===== config.mk =====
export PLATFORM = sky130hd
export DESIGN_NAME = serial_adder_flat
export DESIGN_NICKNAME = d
export VERILOG_FILES = /design/src/rtl/alu_pkg.sv /design/src/rtl/serial_adder_if.sv /design/src/rtl/full_adder_1b.sv /design/src/rtl/serial_adder.sv /design/src/flat_wrapper.sv
export SDC_FILE = /design/constraint.sdc
export NUM_CORES = 1
export LEC_CHECK = 0
export ABC_AREA = 0
export CORE_MARGIN = 2
export CORE_UTILIZATION = 45
export DETAILED_ROUTE_END_ITERATION = 16
export HOLD_SLACK_MARGIN = 0.12
export PLACE_DENSITY = 0.73
export SLEW_MARGIN = 10
export SYNTH_ARGS = -nofsm -noshare
export SYNTH_HDL_FRONTEND = slang
export SYNTH_HIERARCHICAL = 1
export SYNTH_SLANG_ARGS = --single-unit

===== constraint.sdc =====
create_clock -name clk -period 3.55 [get_ports clk]
set_input_delay 0.71 -clock clk [delete_from_list [all_inputs] [get_ports clk]]
set_output_delay 0.71 -clock clk [all_outputs]
set_load 0.02 [all_outputs]

===== src/rtl/alu_pkg.sv =====
// Shared definitions for the serial adder: FSM state encoding and default sizing.
package alu_pkg;

  localparam int ALU_WIDTH          = 8;
  localparam int ALU_BITS_PER_CYCLE = 1;

  typedef enum logic [1:0] {
    IDLE = 2'd0,
    RUN  = 2'd1,
    DONE = 2'd2
  } alu_state_t;

  // Number of RUN cycles needed to walk all operand bits.
  function automatic int alu_steps(input int width, input int bits_per_cycle);
    return width / bits_per_cycle;
  endfunction

endpackage


===== src/rtl/serial_adder_if.sv =====
// Operation/result handshake bundle for serial_adder.
// Optional macro SERIAL_ADDER_FLAGS_EN adds output_zero and output_overflow.
interface serial_adder_if
  import alu_pkg::*;
#(
  parameter int WIDTH = ALU_WIDTH
) ();

  logic             in_valid;
  logic             in_ready;
  logic [WIDTH-1:0] input_a;
  logic [WIDTH-1:0] input_b;
  logic             sub;
  logic             out_valid;
  logic             out_ready;
  logic [WIDTH-1:0] output_sum;
  logic             output_carry;
`ifdef SERIAL_ADDER_FLAGS_EN
  logic             output_zero;
  logic             output_overflow;
`endif

`ifdef SERIAL_ADDER_FLAGS_EN
  // Producer of operations / consumer of results.
  modport master (
    output in_valid, input_a, input_b, sub, out_ready,
    input  in_ready, out_valid, output_sum, output_carry,
    input  output_zero, output_overflow
  );

  // The adder itself.
  modport slave (
    input  in_valid, input_a, input_b, sub, out_ready,
    output in_ready, out_valid, output_sum, output_carry,
    output output_zero, output_overflow
  );
`else
  // Producer of operations / consumer of results.
  modport master (
    output in_valid, input_a, input_b, sub, out_ready,
    input  in_ready, out_valid, output_sum, output_carry
  );

  // The adder itself.
  modport slave (
    input  in_valid, input_a, input_b, sub, out_ready,
    output in_ready, out_valid, output_sum, output_carry
  );
`endif

endinterface


===== src/rtl/full_adder_1b.sv =====
// Single-bit full adder cell; chained to form the per-cycle ripple slice.
module full_adder_1b (
  input  logic a,
  input  logic b,
  input  logic cin,
  output logic sum,
  output logic cout
);

  assign sum  = a ^ b ^ cin;
  assign cout = (a & b) | (cin & (a ^ b));

endmodule


===== src/rtl/serial_adder.sv =====
// Multi-cycle adder/subtractor: processes BITS_PER_CYCLE bits per cycle,
// LSB chunk first, building the result in a right-shifting sum register.
// Optional macro SERIAL_ADDER_FLAGS_EN adds zero and signed-overflow outputs.
module serial_adder
  import alu_pkg::*;
#(
  parameter int WIDTH          = ALU_WIDTH,
  parameter int BITS_PER_CYCLE = ALU_BITS_PER_CYCLE
) (
  input logic         clk,
  input logic         rst,
  serial_adder_if.slave bus
);

  localparam int STEPS = alu_steps(WIDTH, BITS_PER_CYCLE);
  // Counter only has to reach STEPS-1; keep at least one bit.
  localparam int CNT_W = (STEPS > 1) ? $clog2(STEPS) : 1;
  localparam logic [CNT_W-1:0] LAST_STEP = CNT_W'(STEPS - 1);
  localparam logic [CNT_W-1:0] STEP_ONE  = CNT_W'(1);

  alu_state_t       state_reg, state_next;
  logic [WIDTH-1:0] a_reg, a_next;
  logic [WIDTH-1:0] b_reg, b_next;
  logic [WIDTH-1:0] sum_reg, sum_next;
  logic             carry_reg, carry_next;
  logic [CNT_W-1:0] step_reg, step_next;
  // One-cycle hold-off after a result is taken, so a new operation cannot
  // be accepted in the same cycle the previous result retires.
  logic             drain_reg, drain_next;
`ifdef SERIAL_ADDER_FLAGS_EN
  logic             zero_reg, zero_next;
  logic             ovf_reg, ovf_next;
`endif

  logic                      in_ready;
  logic [BITS_PER_CYCLE:0]   chain;
  logic [BITS_PER_CYCLE-1:0] chunk;
  logic [WIDTH-1:0]          sum_shift;

  // Ripple slice: the running carry enters the lowest cell each cycle.
  assign chain[0] = carry_reg;

  generate
    for (genvar gi = 0; gi < BITS_PER_CYCLE; gi++) begin : g_fa
      full_adder_1b u_fa (
        .a    (a_reg[gi]),
        .b    (b_reg[gi]),
        .cin  (chain[gi]),
        .sum  (chunk[gi]),
        .cout (chain[gi+1])
      );
    end
  endgenerate

  // New chunk enters from the MSB side; after STEPS shifts the first chunk
  // has reached bit 0.
  generate
    if (BITS_PER_CYCLE == WIDTH) begin : g_shift_full
      assign sum_shift = chunk;
    end else begin : g_shift_part
      assign sum_shift = {chunk, sum_reg[WIDTH-1:BITS_PER_CYCLE]};
    end
  endgenerate

  assign in_ready = (state_reg == IDLE) && !drain_reg;

  // Next-state and datapath update for the IDLE/RUN/DONE sequence.
  always_comb begin
    state_next = state_reg;
    a_next     = a_reg;
    b_next     = b_reg;
    sum_next   = sum_reg;
    carry_next = carry_reg;
    step_next  = step_reg;
    drain_next = 1'b0;
`ifdef SERIAL_ADDER_FLAGS_EN
    zero_next  = zero_reg;
    ovf_next   = ovf_reg;
`endif
    case (state_reg)
      IDLE: begin
        if (bus.in_valid && in_ready) begin
          // Subtraction is A + ~B + 1: invert B and seed the carry with 1.
          a_next     = bus.input_a;
          b_next     = bus.sub ? ~bus.input_b : bus.input_b;
          carry_next = bus.sub;
          step_next  = '0;
          state_next = RUN;
        end
      end
      RUN: begin
        a_next     = a_reg >> BITS_PER_CYCLE;
        b_next     = b_reg >> BITS_PER_CYCLE;
        sum_next   = sum_shift;
        carry_next = chain[BITS_PER_CYCLE];
        step_next  = step_reg + STEP_ONE;
        if (step_reg == LAST_STEP) begin
          state_next = DONE;
`ifdef SERIAL_ADDER_FLAGS_EN
          // Signed overflow: carry into the MSB cell differs from carry out.
          ovf_next   = chain[BITS_PER_CYCLE] ^ chain[BITS_PER_CYCLE-1];
          zero_next  = (sum_shift == '0);
`endif
        end
      end
      DONE: begin
        if (bus.out_ready) begin
          state_next = IDLE;
          drain_next = 1'b1;
        end
      end
      default: begin
        state_next = IDLE;
      end
    endcase
  end

  // State and datapath registers; reset abandons any operation in flight.
  always_ff @(posedge clk) begin
    if (rst) begin
      state_reg <= IDLE;
      a_reg     <= '0;
      b_reg     <= '0;
      sum_reg   <= '0;
      carry_reg <= 1'b0;
      step_reg  <= '0;
      drain_reg <= 1'b0;
`ifdef SERIAL_ADDER_FLAGS_EN
      zero_reg  <= 1'b0;
      ovf_reg   <= 1'b0;
`endif
    end else begin
      state_reg <= state_next;
      a_reg     <= a_next;
      b_reg     <= b_next;
      sum_reg   <= sum_next;
      carry_reg <= carry_next;
      step_reg  <= step_next;
      drain_reg <= drain_next;
`ifdef SERIAL_ADDER_FLAGS_EN
      zero_reg  <= zero_next;
      ovf_reg   <= ovf_next;
`endif
    end
  end

  assign bus.in_ready     = in_ready;
  assign bus.out_valid    = (state_reg == DONE);
  assign bus.output_sum   = sum_reg;
  assign bus.output_carry = carry_reg;
`ifdef SERIAL_ADDER_FLAGS_EN
  assign bus.output_zero     = zero_reg;
  assign bus.output_overflow = ovf_reg;
`endif

endmodule


===== src/flat_wrapper.sv =====
// flat-port wrapper written by rule: the top's interface ports become plain ports
module serial_adder_flat import alu_pkg::*;
#(
  parameter int WIDTH          = ALU_WIDTH,
  parameter int BITS_PER_CYCLE = ALU_BITS_PER_CYCLE
)
  (clk, rst, bus_in_valid, bus_input_a, bus_input_b, bus_sub, bus_out_ready, bus_in_ready, bus_out_valid, bus_output_sum, bus_output_carry);
  serial_adder_if #(.WIDTH(WIDTH)) bus_i ();
  input logic clk;
  input logic rst;
  input wire logic [$bits(bus_i.in_valid)-1:0] bus_in_valid;
  input wire logic [$bits(bus_i.input_a)-1:0] bus_input_a;
  input wire logic [$bits(bus_i.input_b)-1:0] bus_input_b;
  input wire logic [$bits(bus_i.sub)-1:0] bus_sub;
  input wire logic [$bits(bus_i.out_ready)-1:0] bus_out_ready;
  output wire logic [$bits(bus_i.in_ready)-1:0] bus_in_ready;
  output wire logic [$bits(bus_i.out_valid)-1:0] bus_out_valid;
  output wire logic [$bits(bus_i.output_sum)-1:0] bus_output_sum;
  output wire logic [$bits(bus_i.output_carry)-1:0] bus_output_carry;
  assign bus_i.in_valid = bus_in_valid;
  assign bus_i.input_a = bus_input_a;
  assign bus_i.input_b = bus_input_b;
  assign bus_i.sub = bus_sub;
  assign bus_i.out_ready = bus_out_ready;
  assign bus_in_ready = bus_i.in_ready;
  assign bus_out_valid = bus_i.out_valid;
  assign bus_output_sum = bus_i.output_sum;
  assign bus_output_carry = bus_i.output_carry;
  serial_adder #(.WIDTH(WIDTH), .BITS_PER_CYCLE(BITS_PER_CYCLE)) u_core (.clk(clk), .rst(rst), .bus(bus_i));
endmodule

* Yosys cells after proc, flatten, opt, wreduce, memory -nomap -nowiden *
Index checks and enable logic that the tools add are counted.

storage, ports and cells
  output and inout port bits = 11
  logic and storage cells = 43
  bits of input ports = 21
  register bits after elaboration = 31

operators by class
  bitwise logic cells = 7
  reduce and logical (&&, ||, !) cells = 8
  mux-type cells = 14
  add/sub/neg operators = 1
  equal/unequal tests = 6

operators by type and width
  cell                                                    number
  one-hot mux 8 bit (2 select lines)                      2
  2-to-1 mux 8 bit                                        3
  NOT 8 bit                                               1
  2-to-1 mux 2 bit                                        3
  one-hot mux 2 bit (3 select lines)                      1
  one-hot mux 3 bit (2 select lines)                      1
  inequality test 2 bit (second input constant)           2
  adder 3 x 1 -> 3 bit (second input constant)            1
  equality test 3 bit (second input constant)             1
  2-to-1 mux 3 bit                                        1
  AND reduction 3 bit                                     1
  bitwise AND 1 bit                                       2
  equality test 2 x 1 -> 1 bit (second input constant)    1
  equality test 2 bit (second input constant)             1
  logical AND 1 bit                                       2
  logical NOT 2 bit                                       1
  2-to-1 mux 1 bit                                        2
  inequality test 2 x 1 -> 1 bit (second input constant)  1
  one-hot mux 1 bit (2 select lines)                      1
  AND reduction 2 bit                                     1
  nonzero test 2 bit                                      1
  OR reduction 2 bit                                      1
  bitwise XOR 1 bit                                       2
  logical NOT 1 bit                                       1
  2 further kinds                                         2

* Logic depth before layout (Yosys ltp) *
Gate-level depths: netlist of run 1.

  word-level depth = 5
  gate-level depth with buffers = 5
  depth with buffers taken out = 4

* Hierarchy *
The synthesis of run 1 kept the hierarchy.

by module, submodules not included
  module         area each (µm²)  instances  cells each
  serial_adder   1,361.3          1          157
  full_adder_1b  20.0             1          1

* Worst setup path after synthesis of run 1 *
OpenSTA, ideal clock, no wires.

  path kind = input to register
  start point = in bus_in_valid
  end point = reg u_core.step_reg[1]
  setup slack = 1.913 ns
  cell stages on the path = 4
  setup time = 0.132 ns
  buffers on the path = 1
  required time = 3.418 ns
  arrival time = 1.505 ns
  cells stage by stage = or4b_1 -> buf_2 -> nand3_1 -> a21oi_1

on the way
  longest elaborated chain between the ends = 3

ends and longest elaborated chain
  item                             RTL line             source
  from (decl)                      flat_wrapper.sv:11   input wire logic [$bits(bus_i.in_valid)-1:0] bus_in_valid;
  logical AND 1 bit                serial_adder.sv:82   if (bus.in_valid && in_ready) begin
  inequality test 2 bit (no line)  --
  AND reduction 2 bit (no line)    --
  to (signal assigned)             serial_adder.sv:138  step_reg <= step_next;
  to (decl)                        serial_adder.sv:26   logic [CNT_W-1:0] step_reg, step_next;

Every way passes these cells.
A chain may end at the register's enable or synchronous reset.

* Final worst setup path of run 1 *
  start point = reg u_core.state_reg[1]
  end point = out bus_out_valid

on the way
  longest elaborated chain between the ends = 1

ends and longest elaborated chain
  item                    RTL line             source
  from (decl)             serial_adder.sv:21   alu_state_t state_reg, state_next;
  from (signal assigned)  serial_adder.sv:133  state_reg <= state_next;
  equality test 2 bit     serial_adder.sv:148  assign bus.out_valid = (state_reg == DONE);
  to (decl)               flat_wrapper.sv:17   output wire logic [$bits(bus_i.out_valid)-1:0] bus_out_valid;

Every way passes these cells.

==> impl_metrics.prom, run 1 <==
# TYPE chip_impl_metric gauge
chip_impl_metric{name="cp.arrival",unit="ns"} 1.65
chip_impl_metric{name="die_w",unit="um"} 59.4
chip_impl_metric{name="drt_iter0_markers",unit=""} 71
chip_impl_info{name="status",value="completed"} 1
chip_impl_metric{name="route.detailed.wl_per_inst",unit="um"} 12.5
chip_impl_metric{name="final_hold_viol_count",unit=""} 0
chip_impl_metric{name="post_syn_instances",unit=""} 158
chip_impl_metric{name="synth.yosys.seq_area_share",unit="%"} 44.9
chip_impl_metric{name="max_freq",unit="MHz"} 424
chip_impl_metric{name="netSwitchingPower",unit="uW"} 191
chip_impl_metric{name="final_cell_area",unit="mm2"} 0.00174
chip_impl_metric{name="routability_congestion_estimate_from_global_placement",unit=""} 0.752
chip_impl_metric{name="p_per_area",unit="mW/mm2"} 422
chip_impl_metric{name="timing.clock.skew",unit="ns"} 0.00397
chip_impl_metric{name="cts-hold-fix-buffers",unit=""} 0
chip_impl_info{name="critPathKind",value="reg -> out"} 1
chip_impl_metric{name="coreArea",unit="mm2"} 0.00298
chip_impl_metric{name="grt_pass1_vias",unit=""} 1161
chip_impl_metric{name="final_core_utilization",unit="%"} 58.5
chip_impl_metric{name="placed_cells_incl_taps",unit=""} 210
chip_impl_metric{name="grt_first_pass_wirelength",unit="um"} 4870
chip_impl_metric{name="tritoncts_num_sinks",unit=""} 31
chip_impl_metric{name="total_grt_overflow",unit=""} 0
chip_impl_metric{name="htree_num_levels",unit=""} 2
chip_impl_metric{name="timing.setup.tns",unit="ns"} 0
chip_impl_metric{name="antenna_found_initial",unit=""} 0
chip_impl_metric{name="grtUsageTotal",unit="%"} 18.4
chip_impl_info{name="tritoncts",value="done"} 1
chip_impl_metric{name="syn_area",unit="mm2"} 0.00138
chip_impl_metric{name="floorplan.die_area",unit="mm2"} 0.00353
chip_impl_metric{name="cts_setup_buffers",unit=""} 0
chip_impl_info{name="timing.critical_path.to_type",value="output pin"} 1
chip_impl_metric{name="post-route-min-period",unit="ns"} 2.36
chip_impl_metric{name="cts_buffers",unit=""} 5
chip_impl_metric{name="cp_slowest_stage_delay",unit="ns"} 0.63
chip_impl_metric{name="intPower",unit="uW"} 545
chip_impl_metric{name="io_buffers",unit=""} 31
chip_impl_metric{name="post_dp_cell_area",unit="mm2"} 0.00167
chip_impl_metric{name="worstMarginPinSlew",unit="ns"} 1.15
chip_impl_metric{name="total_leakage_power",unit="nW"} 0.631
chip_impl_metric{name="num_rows",unit=""} 20
chip_impl_metric{name="ys_ff_latch",unit=""} 31
chip_impl_metric{name="synthesis.nets",unit=""} 182
chip_impl_info{name="worstSetupStartpointType",value="register"} 1
chip_impl_metric{name="pwr-share-clk",unit="%"} 30.8
chip_impl_metric{name="slew_viols_final",unit=""} 0
chip_impl_metric{name="finalSetupViolCount",unit=""} 0
chip_impl_metric{name="detail_route.drc_violations",unit=""} 0
chip_impl_info{name="hold_path.class",value="reg -> reg"} 1
chip_impl_metric{name="fin_nets",unit=""} 208
chip_impl_metric{name="netSwitchingFraction",unit="%"} 25.9
chip_impl_metric{name="drive_gt1_share",unit="%"} 7.03
chip_impl_metric{name="area.growth.synth_to_final",unit="%"} 26.2
chip_impl_info{name="layout.cells.most_common",value="sky130_fd_sc_hd__nand2_1"} 1
chip_impl_metric{name="ios",unit=""} 32
chip_impl_metric{name="vias",unit=""} 1193
chip_impl_metric{name="timing.critical_path.buf_inv",unit=""} 1
chip_impl_metric{name="die_h",unit="um"} 59.4
chip_impl_metric{name="crit_path_max_fanout",unit=""} 6
chip_impl_metric{name="critical_path_data_required_time",unit="ns"} 2.84
chip_impl_metric{name="finalWorstSetupSlack",unit="ns"} 1.19
chip_impl_metric{name="average_vias_per_placed_instance",unit=""} 5.47
chip_impl_metric{name="synth.lib_cells_used.distinct",unit=""} 29
chip_impl_metric{name="fin_crit_sh",unit="%"} 66.5
chip_impl_info{name="grt_setup_unrepaired",value="no"} 1
chip_impl_metric{name="synthesis.area_per_instance",unit="um2"} 8.74
chip_impl_metric{name="drt_first_pass_iters",unit=""} 4
chip_impl_metric{name="grt_max_degree",unit=""} 32
chip_impl_info{name="crit_family",value="buffers and inverters"} 1
chip_impl_metric{name="dp_worst_setup_slack",unit="ns"} 0.996
chip_impl_metric{name="ir_worst_vdd",unit="mV"} 0.247
chip_impl_metric{name="post_cts_resized",unit=""} 0
chip_impl_info{name="cp_cell_sequence",value="nor2b_1 -> clkdlybuf4s50_1"} 1
chip_impl_metric{name="floorplan.initialDensity",unit="%"} 46.4
chip_impl_metric{name="synth_warn",unit=""} 6
chip_impl_metric{name="antenna_cells_inserted",unit=""} 0
chip_impl_metric{name="share_seq_of_total_power",unit="%"} 52.2
chip_impl_metric{name="worst_setup_hold_path_clk_slew",unit="ns"} 0.09
chip_impl_metric{name="clock_path_buffers",unit=""} 2
chip_impl_info{name="max_stage_delay_cell_worst_path",value="sky130_fd_sc_hd__clkdlybuf4s50_1"} 1
chip_impl_info{name="clockRootBuffer",value="sky130_fd_sc_hd__clkbuf_4"} 1
chip_impl_metric{name="power.combinational.fraction",unit="%"} 17.0
chip_impl_metric{name="timing.max_cap.violations",unit=""} 0
chip_impl_info{name="layout.cells.most_common_list",value="35 x sky130_fd_sc_hd__nand2_1, 31 x sky130_fd_sc_hd__clkdlybuf4s50_1, 31 x sky130_fd_sc_hd__dfxtp_1, 18 x sky130_fd_sc_hd__a21oi_1, 10 x sky130_fd_sc_hd__nand3_1"} 1
chip_impl_metric{name="worstSkewPairLatency",unit="ns"} 0.32
chip_impl_metric{name="route.antenna.remaining_nets",unit=""} 0
chip_impl_metric{name="timing.slew.headroom",unit="%"} 22.9
chip_impl_metric{name="totalWireLength",unit="um"} 2730
chip_impl_metric{name="count_of_placed_standard_cells_in_the_final_layout_fillers_left_out",unit=""} 218
==> power by group through the flow <==
stage	combinational, mW	clock, mW	sequential, mW
after CTS	0.126	0.237	0.384
after global placement	0.121	0	0.391
after floorplan	0.0828	0	0.392
after global routing	0.140	0.251	0.387
final	0.125	0.227	0.384
after detailed placement	0.126	0	0.392
==> cell type report <==
class | instances | area, um2
Clock buffer | 8 | 68.8
Sequential cell | 31 | 621
Tap cell | 33 | 41.3
Fill cell | 276 | 1230
Multi-Input combinational cell | 113 | 691
Inverter | 1 | 3.75
Timing Repair Buffer | 32 | 318
==> cell usage after synthesis (all sizes together) <==
library cell	count	area, um2
nand2b	2	12.5
a21oi	18	90.1
xnor2	1	8.76
nor2	3	11.3
inv	1	3.75
dfxtp	31	621
a22oi	8	60.1
nor3	9	50.1
clkbuf	4	16.3
or4b	1	10.0
fa	1	20.0
nor2b	3	18.8
nor4b	1	23.8
a311oi	8	82.6
xor2	7	61.3
o21ai	1	5.00
nand2	35	131
buf	9	52.6
ha	2	25.0
nand3	10	50.1
a2111oi	1	10.0
nor3b	1	7.51
mux2i	1	10.0
==> path summary, 6_finish.rpt <==
path         slack [ns]                        to  depth (start not counted)                      from
max                1.19             bus_out_valid                          2       u_core/state_reg[1]
min                0.47  u_core/bus.output_sum[0]                          2  u_core/bus.output_sum[0]
max reg2reg        1.41           u_core/a_reg[2]                          3       u_core/state_reg[1]
min reg2reg        0.47  u_core/bus.output_sum[0]                          2  u_core/bus.output_sum[0]
==> tightest hold or removal path, delay by kind of cell, from the launching register on <==
| family | cells | cell delay (ns) |
|---|---|---|
| AOI/OAI and AO/OA | 1 | 0.06 |
| and+or+nand+nor | 1 | 0.05 |
| DFF | 1 | 0.32 |
==> metal layers <==
layer  global-route usage [%]  up-vias  wire length, um
li1                         -      606                -
met1                     19.7      555             1120
met2                     32.8       27             1420
met3                     6.55        5              146
met4                     6.82        0               37
met5                        0        -                0
==> stage by stage <==
step | hold WS (ns) | power, mW
floorplan | 0.448 | 0.475
global placement | 0.443 | 0.512
detailed placement | 0.456 | 0.517
CTS | 0.469 | 0.747
global route | 0.492 | 0.778
finish | 0.466 | 0.735
==> cell families after synthesis <==
family                     Yosys count  synth area share [%]
buffers and inverters               14                  5.25
and+or+nand+nor                     65                  22.8
AOI/OAI and AO/OA                   36                  17.9
xor gates and xnor gates             8                  5.07
muxes                                1                 0.725
DFF                                 31                  44.9
adders and majority gates            3                  3.26
Power figures use the tool's default switching activity.
==> run 2: changes to the inputs <==
clock period = 2.4 ns   (was 3.55 ns; I/O delays follow)
==> run 2 against run 1 <==
Utilization rose by 2.3 points. Sequential cell count stayed put. Critical endpoint unchanged. Hold slack gained 0.0031 ns. Register-to-register slack worse by 0.59 ns. Non-clock buffer count up 5. Largest power group unchanged. Highest routed layer unchanged. Die area stayed put. Power grew 61%. Via count increased by 2.8%. Critical path type unchanged.
==> impl_metrics.prom, run 2 (same netlist as run 1, synthesis figures left out) <==
# TYPE chip_impl_metric gauge
chip_impl_info{name="status",value="completed"} 1
chip_impl_metric{name="dp_worst_setup_slack",unit="ns"} 0.354
chip_impl_metric{name="grtUsageTotal",unit="%"} 17.6
chip_impl_metric{name="hold-path-cell-count",unit=""} 2
chip_impl_metric{name="worstSkewPairLatency",unit="ns"} 0.32
chip_impl_info{name="cp_cell_sequence",value="nor2b_1 -> clkdlybuf4s50_1"} 1
chip_impl_info{name="timing.critical_path.to_type",value="output pin"} 1
chip_impl_metric{name="ff2ff_setup_slack",unit="ns"} 0.82
chip_impl_metric{name="count_of_placed_standard_cells_in_the_final_layout_fillers_left_out",unit=""} 223
chip_impl_info{name="hold_path.class",value="reg -> reg"} 1
chip_impl_metric{name="slew_viols_final",unit=""} 0
chip_impl_metric{name="post_cts_resized",unit=""} 0
chip_impl_metric{name="crit_path_max_fanout",unit=""} 6
chip_impl_metric{name="route.antenna.remaining_nets",unit=""} 0
chip_impl_info{name="hold_path_startpoint",value="u_core/bus.output_sum[0]"} 1
chip_impl_metric{name="p_per_area",unit="mW/mm2"} 655
chip_impl_metric{name="worst_setup_hold_path_clk_slew",unit="ns"} 0.10
chip_impl_info{name="crit_start",value="u_core/state_reg[1]"} 1
chip_impl_info{name="rr_endpoint",value="u_core/bus.output_carry"} 1
chip_impl_info{name="layout.cells.most_common_list",value="35 x sky130_fd_sc_hd__nand2_1, 31 x sky130_fd_sc_hd__clkdlybuf4s50_1, 31 x sky130_fd_sc_hd__dfxtp_1, 18 x sky130_fd_sc_hd__a21oi_1, 10 x sky130_fd_sc_hd__nand3_1"} 1
chip_impl_metric{name="max_freq",unit="MHz"} 467
chip_impl_metric{name="ir_worst_vdd",unit="mV"} 0.322
chip_impl_metric{name="drive_gt1_share",unit="%"} 10.0
chip_impl_metric{name="tritoncts_num_sinks",unit=""} 31
chip_impl_metric{name="timing.clock.skew",unit="ns"} 0.00578
chip_impl_metric{name="die_w",unit="um"} 59.4
chip_impl_info{name="max_stage_delay_cell_worst_path",value="sky130_fd_sc_hd__clkdlybuf4s50_1"} 1
chip_impl_info{name="worstSetupStartpointType",value="register"} 1
chip_impl_metric{name="cts_setup_buffers",unit=""} 0
chip_impl_metric{name="area.growth.synth_to_final",unit="%"} 31.1
chip_impl_metric{name="finalWorstSetupSlack",unit="ns"} 0.261
chip_impl_metric{name="die_h",unit="um"} 59.4
chip_impl_metric{name="critical_path_data_required_time",unit="ns"} 1.92
chip_impl_info{name="layout.cells.most_common",value="sky130_fd_sc_hd__nand2_1"} 1
chip_impl_metric{name="ios",unit=""} 32
chip_impl_metric{name="placed_cells_incl_taps",unit=""} 215
chip_impl_metric{name="grt_first_pass_wirelength",unit="um"} 4670
chip_impl_info{name="crit-reg2reg-launch",value="u_core/state_reg[1]"} 1
chip_impl_metric{name="antenna_found_initial",unit=""} 0
chip_impl_metric{name="cts-hold-fix-buffers",unit=""} 0
chip_impl_metric{name="post-route-min-period",unit="ns"} 2.14
chip_impl_metric{name="cp.arrival",unit="ns"} 1.66
chip_impl_metric{name="timing.max_cap.violations",unit=""} 0
chip_impl_metric{name="timing.slew.headroom",unit="%"} 67.6
chip_impl_metric{name="total_leakage_power",unit="nW"} 0.670
chip_impl_metric{name="detailed_place_hpwl",unit="um"} 1950
chip_impl_metric{name="drt_iter0_markers",unit=""} 44
chip_impl_metric{name="final_hold_viol_count",unit=""} 0
chip_impl_metric{name="filler_cell_count",unit=""} 267
chip_impl_info{name="tritoncts",value="done"} 1
chip_impl_info{name="clockRootBuffer",value="sky130_fd_sc_hd__clkbuf_4"} 1
chip_impl_metric{name="coreArea",unit="mm2"} 0.00298
chip_impl_metric{name="vias",unit=""} 1227
chip_impl_metric{name="io_buffers",unit=""} 31
chip_impl_metric{name="detail_route.drc_violations",unit=""} 0
chip_impl_metric{name="finalSetupViolCount",unit=""} 0
chip_impl_metric{name="grt_pass1_vias",unit=""} 1093
chip_impl_metric{name="timing.reg2reg.worst_path_depth",unit=""} 4
chip_impl_metric{name="floorplan.initialDensity",unit="%"} 46.4
chip_impl_metric{name="cts_buffers",unit=""} 5
chip_impl_metric{name="worstMarginPinSlew",unit="ns"} 0.484
chip_impl_metric{name="floorplan.die_area",unit="mm2"} 0.00353
chip_impl_metric{name="total_grt_overflow",unit=""} 0
chip_impl_metric{name="fin_crit_sh",unit="%"} 89.1
chip_impl_info{name="critPathKind",value="reg -> out"} 1
chip_impl_metric{name="routability_congestion_estimate_from_global_placement",unit=""} 0.807
chip_impl_info{name="grt_setup_unrepaired",value="no"} 1
chip_impl_metric{name="clock_path_buffers",unit=""} 2
chip_impl_metric{name="cp_slowest_stage_delay",unit="ns"} 0.63
chip_impl_metric{name="timing.setup.tns",unit="ns"} 0
chip_impl_metric{name="antenna_cells_inserted",unit=""} 0
chip_impl_metric{name="totalPowerFinal",unit="mW"} 1.19
chip_impl_metric{name="fin_nets",unit=""} 213
chip_impl_metric{name="drt_first_pass_iters",unit=""} 4
chip_impl_metric{name="grt_max_degree",unit=""} 36
chip_impl_info{name="holdPathEnd",value="u_core/bus.output_sum[0]"} 1
chip_impl_metric{name="num_rows",unit=""} 20
chip_impl_metric{name="htree_num_levels",unit=""} 2
chip_impl_metric{name="route.detailed.wl_per_inst",unit="um"} 12.4
chip_impl_metric{name="average_vias_per_placed_instance",unit=""} 5.50
chip_impl_metric{name="totalWireLength",unit="um"} 2760
-- run 2: layer usage --
metal	GRT usage (%)	routed length (um)
met1	21.5	1210
met2	28.9	1370
met3	6.55	164
met4	4.87	17
met5	0	0
-- run 2: critical path: cells and delay by family (launching register included) --
family	cells	cell delay (ns)
buffers and inverters	1	0.63
flip-flops	1	0.48
AND/OR/NAND/NOR	1	0.23
-- run 2: worst max-delay path by stage --
stage                                    endpoint  slack (ns)  depth (start not counted)
after global placement    u_core/bus.output_carry        0.44                          5
after CTS                           bus_out_valid        0.24                          2
after global routing                bus_out_valid        0.15                          2
final                               bus_out_valid        0.26                          2
after detailed placement  u_core/bus.output_carry        0.35                          5
after floorplan                u_core/step_reg[1]        0.99                          4
-- run 2: stage by stage --
stage	hold slack, ns	util, %	instance area (um2)
after floorplan	0.448	-	1380
after global placement	0.442	57.9	1720
after detailed placement	0.457	57.9	1720
after CTS	0.472	60.8	1810
after global routing	0.491	60.8	1810
final	0.469	60.8	1810
-- run 2: layout make-up --
| cell class | count | area (um2) | area share, % |
|---|---|---|---|
| clock buffer | 6 | 51.3 | 2.83 |
| clock inverter | 2 | 35.0 | 1.94 |
| tap | 33 | 41.3 | 2.28 |
| sequential | 31 | 621 | 34.3 |
| timing repair buffer | 37 | 368 | 20.3 |
| multi-input combinational | 113 | 691 | 38.1 |
| inverter | 1 | 3.75 | 0.207 |
-- run 2: power by group --
| part | internal [mW] | switching (mW) |
|---|---|---|
| combinational | 0.0960 | 0.101 |
| clock | 0.246 | 0.174 |
| sequential | 0.547 | 0.0214 |
| total | 0.889 | 0.297 |
==> run 3: changes to the inputs <==
ABC_AREA = 1   (was 0)
CORE_UTILIZATION = 40   (was 45)
PLACE_DENSITY = 0.65   (was 0.73)
==> run 3 against run 2 <==
Synthesized cell count rose by 36%. Critical path type unchanged. Clock-buffer cell count did not move. Utilization fell by 7.6 points. Cell count rose by 32%. Clock power rose by 25%. Global-route usage fell by 0.40 points.
==> impl_metrics.prom, run 3 <==
# TYPE chip_impl_metric gauge
chip_impl_info{name="status",value="completed"} 1
chip_impl_metric{name="ys_ff_latch",unit=""} 31
chip_impl_metric{name="finalWorstSetupSlack",unit="ns"} 0.379
chip_impl_metric{name="synth.yosys.seq_area_share",unit="%"} 41.4
chip_impl_metric{name="cts_setup_buffers",unit=""} 0
chip_impl_metric{name="placed_cells_incl_taps",unit=""} 286
chip_impl_info{name="crit-reg2reg-launch",value="u_core/state_reg[1]"} 1
chip_impl_info{name="tritoncts",value="done"} 1
chip_impl_info{name="synth_ff_type",value="sky130_fd_sc_hd__dfxtp_1"} 1
chip_impl_metric{name="grt_first_pass_wirelength",unit="um"} 5620
chip_impl_metric{name="final_hold_viol_count",unit=""} 0
chip_impl_info{name="crit_family",value="buffers and inverters"} 1
chip_impl_metric{name="total_leakage_power",unit="nW"} 0.850
chip_impl_metric{name="crit_path_max_fanout",unit=""} 6
chip_impl_metric{name="antenna_cells_inserted",unit=""} 0
chip_impl_metric{name="filler_cell_count",unit=""} 377
chip_impl_metric{name="grtUsageTotal",unit="%"} 17.2
chip_impl_info{name="clockRootBuffer",value="sky130_fd_sc_hd__clkbuf_8"} 1
chip_impl_info{name="timing.critical_path.to_type",value="output pin"} 1
chip_impl_metric{name="die_h",unit="um"} 65.2
chip_impl_info{name="grt_setup_unrepaired",value="no"} 1
chip_impl_info{name="max_stage_delay_cell_worst_path",value="sky130_fd_sc_hd__clkdlybuf4s50_1"} 1
chip_impl_metric{name="ys_async_sr_fraction",unit="%"} 0
chip_impl_info{name="yosys-top-cells-area",value="sky130_fd_sc_hd__dfxtp_1 41%, sky130_fd_sc_hd__nand2_1 15%, sky130_fd_sc_hd__nor2_1 8.3%"} 1
chip_impl_info{name="holdPathEnd",value="u_core/b_reg[7]"} 1
chip_impl_metric{name="drt_iter0_markers",unit=""} 88
chip_impl_metric{name="ir_worst_vdd",unit="mV"} 0.298
chip_impl_metric{name="timing.hold.ws",unit="ns"} 0.451
chip_impl_metric{name="synthesis.area_per_instance",unit="um2"} 6.98
chip_impl_metric{name="detailed_place_hpwl",unit="um"} 2120
chip_impl_info{name="layout.cells.most_common_list",value="61 x sky130_fd_sc_hd__nand2_1, 33 x sky130_fd_sc_hd__nor2_1, 31 x sky130_fd_sc_hd__clkdlybuf4s50_1, 31 x sky130_fd_sc_hd__dfxtp_1, 18 x sky130_fd_sc_hd__nand3_1"} 1
chip_impl_metric{name="count_of_placed_standard_cells_in_the_final_layout_fillers_left_out",unit=""} 294
chip_impl_metric{name="area.growth.synth_to_final",unit="%"} 28.8
chip_impl_metric{name="htree_num_levels",unit=""} 2
chip_impl_metric{name="worstMarginPinSlew",unit="ns"} 0.398
chip_impl_info{name="cp_cell_sequence",value="nor3_1 -> clkdlybuf4s50_1"} 1
chip_impl_info{name="post-synth-top-count-cell",value="sky130_fd_sc_hd__nand2_1"} 1
chip_impl_metric{name="route.antenna.remaining_nets",unit=""} 0
chip_impl_info{name="layout.cells.most_common",value="sky130_fd_sc_hd__nand2_1"} 1
chip_impl_metric{name="ios",unit=""} 32
chip_impl_metric{name="p_per_area",unit="mW/mm2"} 705
chip_impl_metric{name="total_grt_overflow",unit=""} 0
chip_impl_metric{name="hold-path-cell-count",unit=""} 2
chip_impl_metric{name="die_w",unit="um"} 65.2
chip_impl_metric{name="synth_enable_flop_cells",unit=""} 0
chip_impl_metric{name="final_cell_area",unit="mm2"} 0.00193
chip_impl_metric{name="io_buffers",unit=""} 31
chip_impl_metric{name="coreArea",unit="mm2"} 0.00363
chip_impl_metric{name="fin_crit_sh",unit="%"} 84.2
chip_impl_metric{name="timing.slew.headroom",unit="%"} 73.4
chip_impl_metric{name="post_syn_instances",unit=""} 215
chip_impl_metric{name="cp.arrival",unit="ns"} 1.54
chip_impl_metric{name="totalWireLength",unit="um"} 3170
chip_impl_metric{name="floorplan.initialDensity",unit="%"} 41.3
chip_impl_metric{name="drt_first_pass_iters",unit=""} 4
chip_impl_metric{name="ff2ff_setup_slack",unit="ns"} 0.97
chip_impl_metric{name="fin_nets",unit=""} 269
chip_impl_metric{name="detail_route.drc_violations",unit=""} 0
chip_impl_metric{name="cp_slowest_stage_delay",unit="ns"} 0.64
chip_impl_metric{name="tritoncts_num_sinks",unit=""} 31
chip_impl_metric{name="clock_path_buffers",unit=""} 2
chip_impl_metric{name="worst_setup_hold_path_clk_slew",unit="ns"} 0.06
chip_impl_info{name="critPathKind",value="reg -> out"} 1
chip_impl_metric{name="slew_viols_final",unit=""} 0
chip_impl_metric{name="timing.max_cap.violations",unit=""} 0
chip_impl_metric{name="vias",unit=""} 1382
chip_impl_metric{name="worstSkewPairLatency",unit="ns"} 0.28
chip_impl_metric{name="max_freq",unit="MHz"} 495
chip_impl_metric{name="timing.critical_path.buf_inv",unit=""} 1
chip_impl_metric{name="yosysTopAreaCellShare",unit="%"} 41.4
chip_impl_metric{name="grt_pass1_vias",unit=""} 1320
chip_impl_metric{name="route.detailed.wl_per_inst",unit="um"} 10.8
chip_impl_metric{name="antenna_found_initial",unit=""} 0
chip_impl_metric{name="num_rows",unit=""} 22
chip_impl_metric{name="critical_path_data_required_time",unit="ns"} 1.92
chip_impl_metric{name="timing.setup.tns",unit="ns"} 0
chip_impl_info{name="rr_endpoint",value="u_core/a_reg[4]"} 1
chip_impl_metric{name="finalSetupViolCount",unit=""} 0
chip_impl_info{name="synth_commonest_cells",value="61 x sky130_fd_sc_hd__nand2_1, 33 x sky130_fd_sc_hd__nor2_1, 31 x sky130_fd_sc_hd__dfxtp_1"} 1
chip_impl_info{name="hold_path_startpoint",value="u_core/b_reg[7]"} 1
chip_impl_metric{name="routability_congestion_estimate_from_global_placement",unit=""} 0.740
chip_impl_metric{name="timing.reg2reg.worst_path_depth",unit=""} 6
chip_impl_metric{name="floorplan.die_area",unit="mm2"} 0.00426
chip_impl_metric{name="cts_buffers",unit=""} 5
chip_impl_metric{name="synth_warn",unit=""} 6
chip_impl_metric{name="post-route-min-period",unit="ns"} 2.02
chip_impl_metric{name="drive_gt1_share",unit="%"} 8.94
chip_impl_metric{name="cts-hold-fix-buffers",unit=""} 0
chip_impl_metric{name="post_dp_cell_area",unit="mm2"} 0.00181
chip_impl_info{name="post-synth-top-area-cell",value="sky130_fd_sc_hd__dfxtp_1"} 1
chip_impl_metric{name="syn_area",unit="mm2"} 0.00150
chip_impl_metric{name="synth.lib_cells_used.distinct",unit=""} 25
chip_impl_metric{name="timing.clock.skew",unit="ns"} 0.00233
chip_impl_info{name="hold_path.class",value="reg -> reg"} 1
chip_impl_metric{name="worst-path-stages",unit=""} 2
chip_impl_info{name="worstSetupStartpointType",value="register"} 1
chip_impl_metric{name="grt_max_degree",unit=""} 35
chip_impl_metric{name="synthesis.nets",unit=""} 239
chip_impl_metric{name="average_vias_per_placed_instance",unit=""} 4.70
chip_impl_metric{name="post_cts_resized",unit=""} 0
chip_impl_metric{name="dp_worst_setup_slack",unit="ns"} 0.586
-- run 3: tightest hold or removal path, stage by stage, from the launching register on --
cell and delay, ns:
sky130_fd_sc_hd__dfxtp_1 0.31, sky130_fd_sc_hd__inv_1 0.05, sky130_fd_sc_hd__a21oi_1 0.05
-- run 3: routing by layer --
| layer | share of wire (%) | track usage, % |
|---|---|---|
| met3 | 3.5 | 3.60 |
| met5 | 0 | 0 |
| met2 | 45 | 29.3 |
| met4 | 2.2 | 9.38 |
| met1 | 49 | 20.0 |
-- run 3: worst max-delay path by stage --
| stage | endpoint | start | slack, ns |
|---|---|---|---|
| 2_1_floorplan | bus_in_ready | u_core/state_reg[0] | 1.00 |
| 3_3_place_gp | u_core/bus.output_carry | bus_sub | 0.64 |
| 3_5_place_dp | u_core/b_reg[3] | bus_sub | 0.59 |
| 4_1_cts | bus_in_ready | u_core/state_reg[0] | 0.37 |
| 5_1_grt | bus_out_valid | u_core/state_reg[1] | 0.30 |
| 6_report | bus_in_ready | u_core/state_reg[0] | 0.38 |
-- run 3: metrics by stage --
step                power, mW  utilization [%]
CTS                      1.38             53.2
global placement        0.847             49.9
floorplan               0.763                -
detailed placement      0.850             49.9
finish                   1.36             53.2
global route             1.44             53.2
-- run 3: power by group --
group	internal (mW)	switching (mW)	total, mW
clock network	0.336	0.191	0.526
registers	0.559	0.0280	0.587
logic	0.111	0.139	0.250
-- run 3: cells by family after synthesis --
kind of cell | Yosys count | synth area share (%)
adder cells (fa/ha/maj) | 3 | 3.00
XOR/XNOR | 1 | 0.584
buffers and inverters | 26 | 9.01
AND/OR/NAND/NOR | 121 | 34.1
AO/OA/AOI/OAI | 33 | 11.9
flip-flops | 31 | 41.4
-- run 3: area by class of cell --
class                   count  area, um2  share of cell area, %
multi-input cells         158        744                   38.5
flip-flops and latches     31        621                   32.1
repair buffers             34        333                   17.2
clock buffers               6       82.6                   4.27
well taps                  48       60.1                   3.11
inverters                  15       56.3                   2.91
clock inverters             2       35.0                   1.81
